`src/rtl/mouse_cmd_scheduler.sv`:
```
// Arbitrates two PS/2 mouse command requesters and runs the send/ack handshake
// for a command byte and an optional argument byte, with timeout and resend.
module mouse_cmd_scheduler #(
    parameter int ACK_TIMEOUT = 500000,
    parameter int MAX_RETRY   = 2
) (
    input  logic        clk,
    input  logic        rst_n,
    input  logic [1:0]  req,
    input  logic [15:0] cmd,
    input  logic [15:0] arg,
    input  logic [1:0]  has_arg,
    output logic [1:0]  gnt,
    output logic [1:0]  done,
    output logic        err,
    output logic        busy,
    output logic        send_byte,
    output logic [7:0]  byte_to_send,
    input  logic        byte_sent,
    input  logic        byte_ready,
    input  logic [7:0]  byte_read,
    input  logic [1:0]  byte_error_code
);

    localparam int TW = $clog2(ACK_TIMEOUT + 1);
    localparam int RW = (MAX_RETRY > 0) ? $clog2(MAX_RETRY + 1) : 1;
    localparam logic [TW-1:0] TIMEOUT_LAST = TW'(ACK_TIMEOUT - 1);
    localparam logic [RW-1:0] RETRY_LIMIT  = RW'(MAX_RETRY);

    typedef enum logic [2:0] {
        IDLE,
        SEND_CMD,
        WAIT_ACK_CMD,
        SEND_ARG,
        WAIT_ACK_ARG,
        FINISH
    } state_t;

    state_t state, next_state;

    logic [7:0]    cmd_q, arg_q;
    logic          has_arg_q;
    logic [RW-1:0] retry_cnt;
    logic [TW-1:0] timer;
    logic          err_q;
    logic          last_served;

    logic          win;
    logic [7:0]    win_cmd, win_arg;
    logic          ack_good, timed_out, fail, can_retry, entering, strobe_next;

    // Round-robin: on a tie the requester not served last wins.
    always_comb begin
        win = ~last_served;
        if (req == 2'b01) begin
            win = 1'b0;
        end else if (req == 2'b10) begin
            win = 1'b1;
        end
        win_cmd = win ? cmd[15:8] : cmd[7:0];
        win_arg = win ? arg[15:8] : arg[7:0];
    end

    assign ack_good  = byte_ready && (byte_error_code == 2'b00) && (byte_read == 8'hFA);
    assign timed_out = (timer == TIMEOUT_LAST);
    assign can_retry = (retry_cnt < RETRY_LIMIT);

    always_ff @(posedge clk or negedge rst_n) begin
        if (!rst_n) begin
            state <= IDLE;
        end else begin
            state <= next_state;
        end
    end

    // A received byte always wins over a timeout firing in the same cycle.
    always_comb begin
        next_state = state;
        fail       = 1'b0;
        case (state)
            IDLE: begin
                if (|req) next_state = SEND_CMD;
            end
            SEND_CMD: begin
                if (byte_sent)      next_state = WAIT_ACK_CMD;
                else if (timed_out) fail = 1'b1;
            end
            WAIT_ACK_CMD: begin
                if (byte_ready) begin
                    if (ack_good) next_state = has_arg_q ? SEND_ARG : FINISH;
                    else          fail = 1'b1;
                end else if (timed_out) begin
                    fail = 1'b1;
                end
            end
            SEND_ARG: begin
                if (byte_sent)      next_state = WAIT_ACK_ARG;
                else if (timed_out) fail = 1'b1;
            end
            WAIT_ACK_ARG: begin
                if (byte_ready) begin
                    if (ack_good) next_state = FINISH;
                    else          fail = 1'b1;
                end else if (timed_out) begin
                    fail = 1'b1;
                end
            end
            FINISH: begin
                next_state = IDLE;
            end
            default: begin
                next_state = IDLE;
            end
        endcase
        if (fail) begin
            if (!can_retry) begin
                next_state = FINISH;
            end else if (state == SEND_CMD || state == WAIT_ACK_CMD) begin
                next_state = SEND_CMD;
            end else begin
                next_state = SEND_ARG;
            end
        end
    end

    // A retry re-enters a SEND state even when already in it, so it counts as an entry.
    always_comb begin
        entering = 1'b0;
        if (next_state == SEND_CMD || next_state == WAIT_ACK_CMD ||
            next_state == SEND_ARG || next_state == WAIT_ACK_ARG) begin
            entering = (next_state != state) || fail;
        end
        strobe_next = entering && (next_state == SEND_CMD || next_state == SEND_ARG);
    end

    assign busy = (state != IDLE);
    assign done = (state == FINISH) ? gnt : 2'b00;
    assign err  = (state == FINISH) && err_q;

    always_ff @(posedge clk or negedge rst_n) begin
        if (!rst_n) begin
            gnt          <= 2'b00;
            cmd_q        <= 8'h00;
            arg_q        <= 8'h00;
            has_arg_q    <= 1'b0;
            retry_cnt    <= '0;
            timer        <= '0;
            err_q        <= 1'b0;
            last_served  <= 1'b1;
            send_byte    <= 1'b0;
            byte_to_send <= 8'hFF;
        end else begin
            send_byte <= strobe_next;

            if (state == IDLE && (|req)) begin
                cmd_q     <= win_cmd;
                arg_q     <= win_arg;
                has_arg_q <= has_arg[win];
                gnt       <= win ? 2'b10 : 2'b01;
                retry_cnt <= '0;
                err_q     <= 1'b0;
            end

            if (strobe_next) begin
                if (state == IDLE)                byte_to_send <= win_cmd;
                else if (next_state == SEND_CMD)  byte_to_send <= cmd_q;
                else                              byte_to_send <= arg_q;
            end

            if (fail && can_retry) begin
                retry_cnt <= retry_cnt + 1'b1;
            end else if (state == WAIT_ACK_CMD && next_state == SEND_ARG) begin
                retry_cnt <= '0;
            end

            if (fail && !can_retry) begin
                err_q <= 1'b1;
            end

            if (entering) begin
                timer <= '0;
            end else if (state != IDLE && state != FINISH) begin
                timer <= timer + 1'b1;
            end

            if (state == FINISH) begin
                gnt         <= 2'b00;
                last_served <= gnt[1];
            end
        end
    end

endmodule

```
`config.mk`:
```
export PLATFORM = sky130hd
export DESIGN_NAME = mouse_cmd_scheduler
export DESIGN_NICKNAME = d
export VERILOG_FILES = /design/src/rtl/mouse_cmd_scheduler.sv
export SDC_FILE = /design/constraint.sdc
export NUM_CORES = 1
export LEC_CHECK = 0
export ABC_AREA = 1
export CELL_PAD_IN_SITES_DETAIL_PLACEMENT = 0
export CELL_PAD_IN_SITES_GLOBAL_PLACEMENT = 1
export CORE_MARGIN = 2
export CORE_UTILIZATION = 35
export CTS_BUF_LIST = sky130_fd_sc_hd__clkbuf_8
export CTS_CLUSTER_DIAMETER = 150
export DETAILED_ROUTE_END_ITERATION = 8
export PLACE_DENSITY_LB_ADDON = 0.08
export RECOVER_POWER = 100
export SETUP_SLACK_MARGIN = 0.3
export SLEW_MARGIN = 25
export SYNTH_ARGS = -nofsm -noshare
export SYNTH_HDL_FRONTEND = slang
export SYNTH_SLANG_ARGS = --single-unit
```
`constraint.sdc`:
```
create_clock -name clk -period 1.9 [get_ports clk]
set_clock_uncertainty 0.2 [all_clocks]
set_input_delay 0.475 -clock clk [delete_from_list [all_inputs] [get_ports clk]]
set_output_delay 0.475 -clock clk [all_outputs]
set_load 0.02 [all_outputs]
```
# Word level (Yosys, flattened, before mapping)
# Index checks and enable logic that the tools add are counted.
# word_totals
n_memories,0
latchBits,0
rom_bits,0
wordCells,94
inputBits,50
ramBits,0
out_inout_bits,15
regBits,54
# classes
n_lt_le_gt_ge,2
div_mod_pow,0
shifts,0
n_reduce_logical,26
add_sub_neg,2
muxes,37
n_mul,0
n_eq_ne,15
bitwise_logic,1
# ops
operator,count
19-bit 2-to-1 mux,2
8-bit 2-to-1 mux,4
3-bit 2-to-1 mux,10
19-bit by 1-bit adder with 19-bit output (second input constant),1
19-bit == test (second input constant),1
2-bit 2-to-1 mux,8
3-bit one-hot mux with 5 select lines,1
3-bit by 2-bit == test with 1-bit output (second input constant),4
1-bit 2-to-1 mux,11
3-bit == test (second input constant),3
1-bit logical AND,9
8-bit == test (second input constant),1
3-bit by 1-bit == test with 1-bit output (second input constant),2
1-bit logical OR,6
2-bit nonzero test,3
3-bit nonzero test,2
2-bit OR reduction,3
3-bit logical NOT,1
3-bit inequality test,1
3-bit inequality test (second input constant),1
2-bit by 1-bit adder with 2-bit output (second input constant),1
2-bit by 1-bit == test with 1-bit output (second input constant),1
2-bit == test (second input constant),1
2-bit logical NOT,1
5 further kinds,5

# Depth between registers and ports, before layout
# logic_depth
word_depth,13
mapped_depth,17
mapped_depth_nobuf,15

# Worst setup path after synthesis
# OpenSTA, ideal clock, no wires.
# synth_path
kind,input to register
start,input port byte_read[1]
end,register timer[10]
path_stages,14
setup_slack_ns,-0.263
required_time_ns,1.580
t_arrival_ns,1.843
path_buffers,1
setup_ns,0.120
path_cell_list,inv_1 > nor3_1 > nand3_1 > nand2_1 > nand2_2 > a21oi_2 > inv_2 > nor2_1 > nand2_1 > nand2_1 > nand2_4 > inv_4 > buf_12 > nor2_2
# synth_between
elab_chain_cells,12
word_cells_on_any_way,23
classes_between,eq/ne (6); mux (11); reduce/logical (6)
# synth_rtl
item,line,rtl
"start, declared",21,"input logic [7:0] byte_read,"
8-bit == test *,64,assign ack_good = byte_ready && (byte_error_code == 2'b00) && (byte_read == 8'hFA);
1-bit logical AND *,64,
"3-bit 2-to-1 mux, or another cell as far along",102,if (ack_good) next_state = FINISH;
"3-bit 2-to-1 mux, or another cell as far along",101,if (byte_ready) begin
3-bit one-hot mux with 5 select lines or 1-bit one-hot mux with 2 select lines (tied branches),80,case (state)
3-bit 2-to-1 mux *,115,if (fail) begin
named net next_state[0],39,"state_t state, next_state;"
3-bit by 1-bit == test with 1-bit output or 3-bit by 2-bit == test with 1-bit output (tied branches),129,if (next_state == SEND_CMD || next_state == WAIT_ACK_CMD ||
1-bit logical OR (2 in series),129,
1-bit logical OR,130,next_state == SEND_ARG || next_state == WAIT_ACK_ARG) begin
1-bit 2-to-1 mux *,129,
19-bit 2-to-1 mux or 2-bit nonzero test (tied branches),--,
"end signal, assigned",183,timer <= timer + 1'b1;
"end, declared",44,logic [TW-1:0] timer;
# Mark *: on every way through the listed nets, which the timed path passes. The rest lies on a longest branch.
# A chain may end at the register's enable or synchronous reset.

# Final worst setup path
# layout_path
start,register timer[11]
end,register timer[3]
# layout_between
elab_chain_cells,11
word_cells_on_any_way,18
classes_between,eq/ne (6); mux (7); reduce/logical (5)
# layout_rtl
item,line,rtl
19-bit == test *,65,assign timed_out = (timer == TIMEOUT_LAST);
1-bit 2-to-1 mux *,--,
"1-bit 2-to-1 mux, on equally long branches","89, 85",
1-bit one-hot mux with 2 select lines *,80,
3-bit 2-to-1 mux *,115,
named net next_state[2],39,
3-bit by 1-bit == test with 1-bit output or 3-bit by 2-bit == test with 1-bit output (tied branches),129,
1-bit logical OR (2 in series),129,
1-bit logical OR,130,
1-bit 2-to-1 mux *,129,
19-bit 2-to-1 mux or 2-bit nonzero test (tied branches),--,
# Marks and branches as above.

==> out/summary.txt <==
Filler cells = 767
Gpl congestion = 0.824
Seq/Total Area, Yosys = 44.5%
Post-route ant nets = 0
# Max-Cap Violations = 0
CTS buffer count = 5
Peak supply drop = 0.686 mV
Row cnt = 34
Total wire length = 9630 um
Syn Area/Cell = 8.01 um2
Register area = 1360 um2
Met3 Use GR = 3.09%
Port-buffer cells = 64
Die Area = 9510 um2
Cell area after synthesis = 3060 um2
Total Power = 0.00791 W
Synth top area share = 36.8%
Clk slew on worst S/H paths = 100 ps
WHS = 295 ps
Commonest non-fill, non-tap cell in the layout = buf_4
Initial Util = 35.6%
PwrDens = 1480 nW/um2
Worst setup margin = -287 ps
Largest net degree at the start of global routing = 55
Clk root buf = clkbuf_8
Final hold vios = 0
Residual DRC count = 0
P_leak = 2.45 nW
Fin. max-slew vios = 0
DR iter-0 viols = 90
RSZ-0062 raised after global routing = true
Met2 GRT Util = 34.6%
Gr busiest metal = met2
Cells after synthesis = 382
Multi-input logic area = 1970 um2
Area leader, netlist = dfrtp_1
DP HPWL = 6560 um
GRT Overall Usage = 21.0%
Share of cells above drive strength 1 = 46.7%
H-Tree Depth = 2
Core Area = 8590 um2
Synth area leaders = dfrtp_1, nand3_1, nand2_1
Initial antenna violation count = 0
Worst slew pin tran = 759 ps
Height of the chip = 97.5 um
Routed vias/inst = 4.84
WL per Instance = 14.7 um
CTS tree = built
ANT cells = 0
Clock buffer depth = 2
Maximum clock frequency = 457 MHz
Crit Path Class = reg -> reg
Global-route wire length before repair = 16100 um
Synth Warn # = 0
Fin crit share = 115%
Worst skew pair latency = 310 ps
Total gr overflow = 0
CP required = 1900 ps
Mapped Nets = 433
Layout net count = 596
Post-synth cell types = 38
Synthesized flop and latch total = 54
Most frequent cells in the layout = buf_4, nand2_1, dfrtp_1, clkdlybuf4s50_1
Failing checks = setup timing
Minimum clock period = 2190 ps
Final setup fails = 34
Vias = 3167
Status = finished with violations
Max-slew headroom = 49.4%
Die Wd = 97.5 um
Critical path startpoint category = register
Vias in the first global route = 3342
Ports = 65
GR met1 Demand/Resource = 28.9%
Critical-path maximum fanout = 8
Sink Count = 54
Critical Path AT = 2190 ps
Area delta synth->final = 74.5%
Hold/Removal Path Class = reg -> reg
Crit. End Element = register
TritonRoute pass-1 iters = 4
-- Yosys cell counts, drive strengths merged --
cell,n
clkinv,1
and3,2
xor2,14
buf,7
nand4,9
a21oi,3
nand3b,2
ha,1
and2,1
a22oi,1
o21ai,16
nor3,6
nor2,43
o31ai,1
o221ai,1
inv,45
o211ai,8
dfrtp,45
nand3,63
or2,1
nand2,87
mux2i,8
o22ai,2
xnor2,2
dfstp,9
clkbuf,4
-- timing repair --
action,4_1_cts,5_1_grt
pin swaps,36,36
cloned,4,1
hold buffers,1,0
setup buffers,19,8
endpoints found under the setup margin,68,65
gates resized for setup,198,53
hold endpoints to repair,45,0
-- state kept, by name, summed over array words and instances, names as in the netlist, 2 cells and up --
signal        cells
timer            19
arg_q             8
byte_to_send      8
cmd_q             8
state             3
gnt               2
retry_cnt         2
-- routing by layer --
metal	vias up	wire, um
li1	1583	-
met1	1519	4610
met2	56	4600
met3	9	289
met4	0	133
met5	-	0
-- worst max-delay path: stages, from the launching register on --
cell and delay (ps):
dfrtp_1 400, nor2_1 120, nand3_1 140, nor2_4 180
nand3_2 110, nand2_4 100, nand2_4 80, buf_4 150
a21oi_2 140, nand2_1 80, nand2_2 110, nand2_8 110
inv_8 100, nor2_1 50
-- layout make-up --
cell class | instances | share of cell area [%]
well taps | 108 | 2.53
inverters | 46 | 3.75
repair inverters | 1 | 0.305
multi-input cells | 273 | 36.9
clock inverters | 2 | 0.234
clock buffers | 6 | 1.55
flip-flops and latches | 54 | 25.5
repair buffers | 164 | 29.2
-- where the power goes --
part	internal (W)	leakage, nW	switching [W]
Combinational	0.00246	1.71	0.00290
Sequential	0.00160	0.684	0.000273
Clock	0.000294	0.0472	0.000393
-- stage by stage --
step | setup TNS, ps | cell area (um2) | utilization (%) | instances | setup WS [ps]
after global placement | -30480 | 4430 | 51.5 | 613 | -800
final | -8060 | 5340 | 62.2 | 654 | -287
after global routing | -12370 | 5340 | 62.2 | 654 | -422
after detailed placement | -31680 | 4430 | 51.5 | 613 | -841
after CTS | -8460 | 5050 | 58.7 | 645 | -290
after floorplan | -3590 | 3160 | - | 382 | -216
-- kinds of logic after synthesis --
family | synth area share [%]
fa+ha+maj | 0.409
buf+inv | 8.01
simple gates | 33.5
compound gates | 6.38
flops | 44.5
xor+xnor | 4.58
mux | 2.62
-- path summary, 6_finish.rpt --
check	start	end	slack (ps)	cells after the start
hold reg to reg	byte_to_send[7]	byte_to_send[7]	290	2
hold / removal	byte_to_send[7]	byte_to_send[7]	290	2
min in group asynchronous	rst_n	timer[18]	670	3
setup / recovery	timer[11]	timer[3]	-290	13
setup reg to reg	timer[11]	timer[3]	-290	13
max in group asynchronous	rst_n	timer[8]	340	3
Note: power is estimated with default switching activity, not from simulation.
==> patch, RTL diff (same settings) <==
`MAX_RETRY`: 2 -> 4.
--- a/src/rtl/mouse_cmd_scheduler.sv
+++ b/src/rtl/mouse_cmd_scheduler.sv
@@ -3,5 +3,5 @@
 module mouse_cmd_scheduler #(
     parameter int ACK_TIMEOUT = 500000,
-    parameter int MAX_RETRY   = 2
+    parameter int MAX_RETRY   = 4
 ) (
     input  logic        clk,
Behaviour: not the same (Yosys sat finds a counterexample within 10 cycles, from zero or initial values and one cycle with rst_n low).
==> patch against the original RTL <==
- clock power decreased by 2%
- wire length is 2.9% lower
- setup slack worse by 0.052 ns
- via count down 0.41%
- the flow still finishes with violations (negative setup slack)
- fmax is 2.3% lower
- sequential cell count rose by 1
- total power up 4.6%
- die area is 5.0% higher
- synthesized cell count increased by 3.4%
- area after synthesis up 5.2%
- critical endpoint is now byte_to_send[1]
- design area increased by 1.0%
- highest routed layer unchanged
==> patch: results (changes against the original RTL) <==
metric	value	unit	change
report.final.setup_viol	35		was 34
clock-root-buffer	sky130_fd_sc_hd__clkbuf_8		unchanged
cts.clk_slew.worst_paths	0.11	ns	
min_from	byte_to_send[0]		was byte_to_send[7]
pin_count_of_the_biggest_net_entering_global_routing	56		was 55
grtUsageTotal	0.192		was 0.210
initial_antenna_violation_count	0		unchanged
netlist_top_cells_count	sky130_fd_sc_hd__nand2_1, sky130_fd_sc_hd__nand3_1, sky130_fd_sc_hd__dfrtp_1, sky130_fd_sc_hd__inv_1, sky130_fd_sc_hd__nor2_1		unchanged
timing.critical_path.max_delay_family	simple AND/OR/NAND/NOR gates		unchanged
via_count_of_the_first_global_routing_pass	3148		was 3342
ys_types	38		unchanged
viasPerCell	4.79		was 4.84
seq_area_frac_synth	0.431		was 0.445
failed_checks	negative setup slack		unchanged
worstHoldPathType	reg -> reg		unchanged
synth_fp_nets	447		was 433
clock_tree.buffer_depth	2		unchanged
most_flop_heavy_register	timer		unchanged
path_max_fanout	8		unchanged
gpl.final_weighted_congestion	0.826		was 0.824
startpoint	timer[0]		was timer[11]
worst-r2r-cell-count	14		was 13
clkLatencyLatePin	0.32	ns	
antenna_cells_inserted	0		unchanged
end_of_the_worst_hold_path	byte_to_send[0]		was byte_to_send[7]
dp_worst_setup_slack	-0.810	ns	was -0.841 ns
grt_first_pass_wirelength	15300	um	was 16100 um
netlist_top_cells_area	sky130_fd_sc_hd__dfrtp_1, sky130_fd_sc_hd__nand3_1, sky130_fd_sc_hd__nand2_1		unchanged
post-dp-hpwl	6360	um	was 6560 um
worst_path_max_stage_delay	0.41	ns	
finalWorstSetupSlack	-0.339	ns	was -0.287 ns
post_route_cells_drive_above_1_share	0.462		was 0.467
run_status	finished, violations left		unchanged
peakVddDrop	0.577	mV	was 0.686 mV
hold_ws	0.291	ns	was 0.295 ns
count_of_warnings_emitted_by_yosys	0		unchanged
critical_path_arrival	2.29	ns	was 2.19 ns
min_delay_path_depth	2		unchanged
postSynth.topFlopCell	sky130_fd_sc_hd__dfrtp_1		unchanged
reg2reg_to	byte_to_send[1]		was timer[3]
numCtsBuffers	5		unchanged
timing.setup.tns	-8.82	ns	was -8.06 ns
leakagePower	0.00243	uW	was 0.00245 uW
synthArstFlopShare	1.00		unchanged
design.final.nets	601		was 596
flip_flop_count_of_the_largest_register_after_layout	19		unchanged
synth-edff-count	0		unchanged
buffer_ports.inserted	64		unchanged
crit_slowest_cell	sky130_fd_sc_hd__dfrtp_1		unchanged
internal-power	4570	uW	was 4350 uW
clock_tree.htree_level_count	2		unchanged
drtPass1Iterations	4		unchanged
drt_iter0_drc	142		was 90
max-slew-margin-rel	0.482		was 0.494
avgRoutedWirePerCell	14.2	um	was 14.7 um
[patch: cell count changes in the layout (fill, tap and decap cells not counted), moves of 3 or more]
cell,before,now
sky130_fd_sc_hd__nand3_1,30,38
sky130_fd_sc_hd__mux2i_2,4,1
sky130_fd_sc_hd__clkinvlp_4,1,4
sky130_fd_sc_hd__nor2_1,22,17
sky130_fd_sc_hd__nor2_2,8,5
sky130_fd_sc_hd__o21ai_2,6,9
sky130_fd_sc_hd__mux2i_1,4,7
sky130_fd_sc_hd__nor2_4,13,18
sky130_fd_sc_hd__nand2_4,16,19
sky130_fd_sc_hd__buf_4,69,61
[patch: repair_timing]
action	4_1_cts	5_1_grt
hold buffers	1	0
endpoints found under the setup margin	69	66
pin swaps	44	32
gates cloned	5	2
endpoints found under the hold margin	46	0
buffers inserted	16	6
gates resized for setup	203	49
[patch: final cells by class]
type / instances / area, um2
fillers: 755 / 3410
multi-input cells: 282 / 2070
repair buffers: 157 / 1500
flip-flops and latches: 55 / 1390
inverters: 47 / 203
well taps: 108 / 135
clock buffers: 5 / 68.8
clock inverters: 3 / 20.0
repair inverters: 1 / 7.51
[patch: cell families after synthesis]
kind of cell / count (synthesis) / share of synthesized area
XOR/XNOR: 15 / 0.0408
multiplexers: 8 / 0.0249
AND/OR/NAND/NOR: 223 / 0.354
buffers and inverters: 60 / 0.0820
flip-flops: 55 / 0.431
adder cells (fa/ha/maj): 2 / 0.00777
AO/OA/AOI/OAI: 32 / 0.0595
[patch: worst max-delay path by stage]
stage | cells after the start | to
3_5_place_dp | 15 | byte_to_send[0]
4_1_cts | 16 | timer[14]
2_1_floorplan | 16 | timer[11]
3_3_place_gp | 15 | byte_to_send[0]
6_report | 14 | byte_to_send[1]
5_1_grt | 14 | byte_to_send[5]
[patch: power groups by stage]
stage | clock, uW | combinational [uW] | sequential, uW
2_1_floorplan | 0 | 2300 | 1960
3_3_place_gp | 0 | 4000 | 1830
3_5_place_dp | 0 | 4000 | 1840
4_1_cts | 696 | 5170 | 1870
5_1_grt | 746 | 6130 | 1960
6_report | 675 | 5700 | 1900
[patch: layer usage]
| metal | track usage | vias to the layer above | share of wire |
|---|---|---|---|
| met2 | 0.292 | 67 | 0.44 |
| met4 | 0.0400 | 0 | 0.016 |
| met1 | 0.293 | 1470 | 0.51 |
| li1 | - | 1603 | - |
| met5 | 0 | - | 0 |
| met3 | 0.0258 | 14 | 0.033 |
[patch: per-stage QoR]
stage | cells | area [um2] | util
floorplan | 395 | 3290 | -
global placement | 620 | 4490 | 0.510
detailed placement | 620 | 4490 | 0.510
CTS | 650 | 5150 | 0.584
global route | 658 | 5400 | 0.613
finish | 658 | 5400 | 0.613
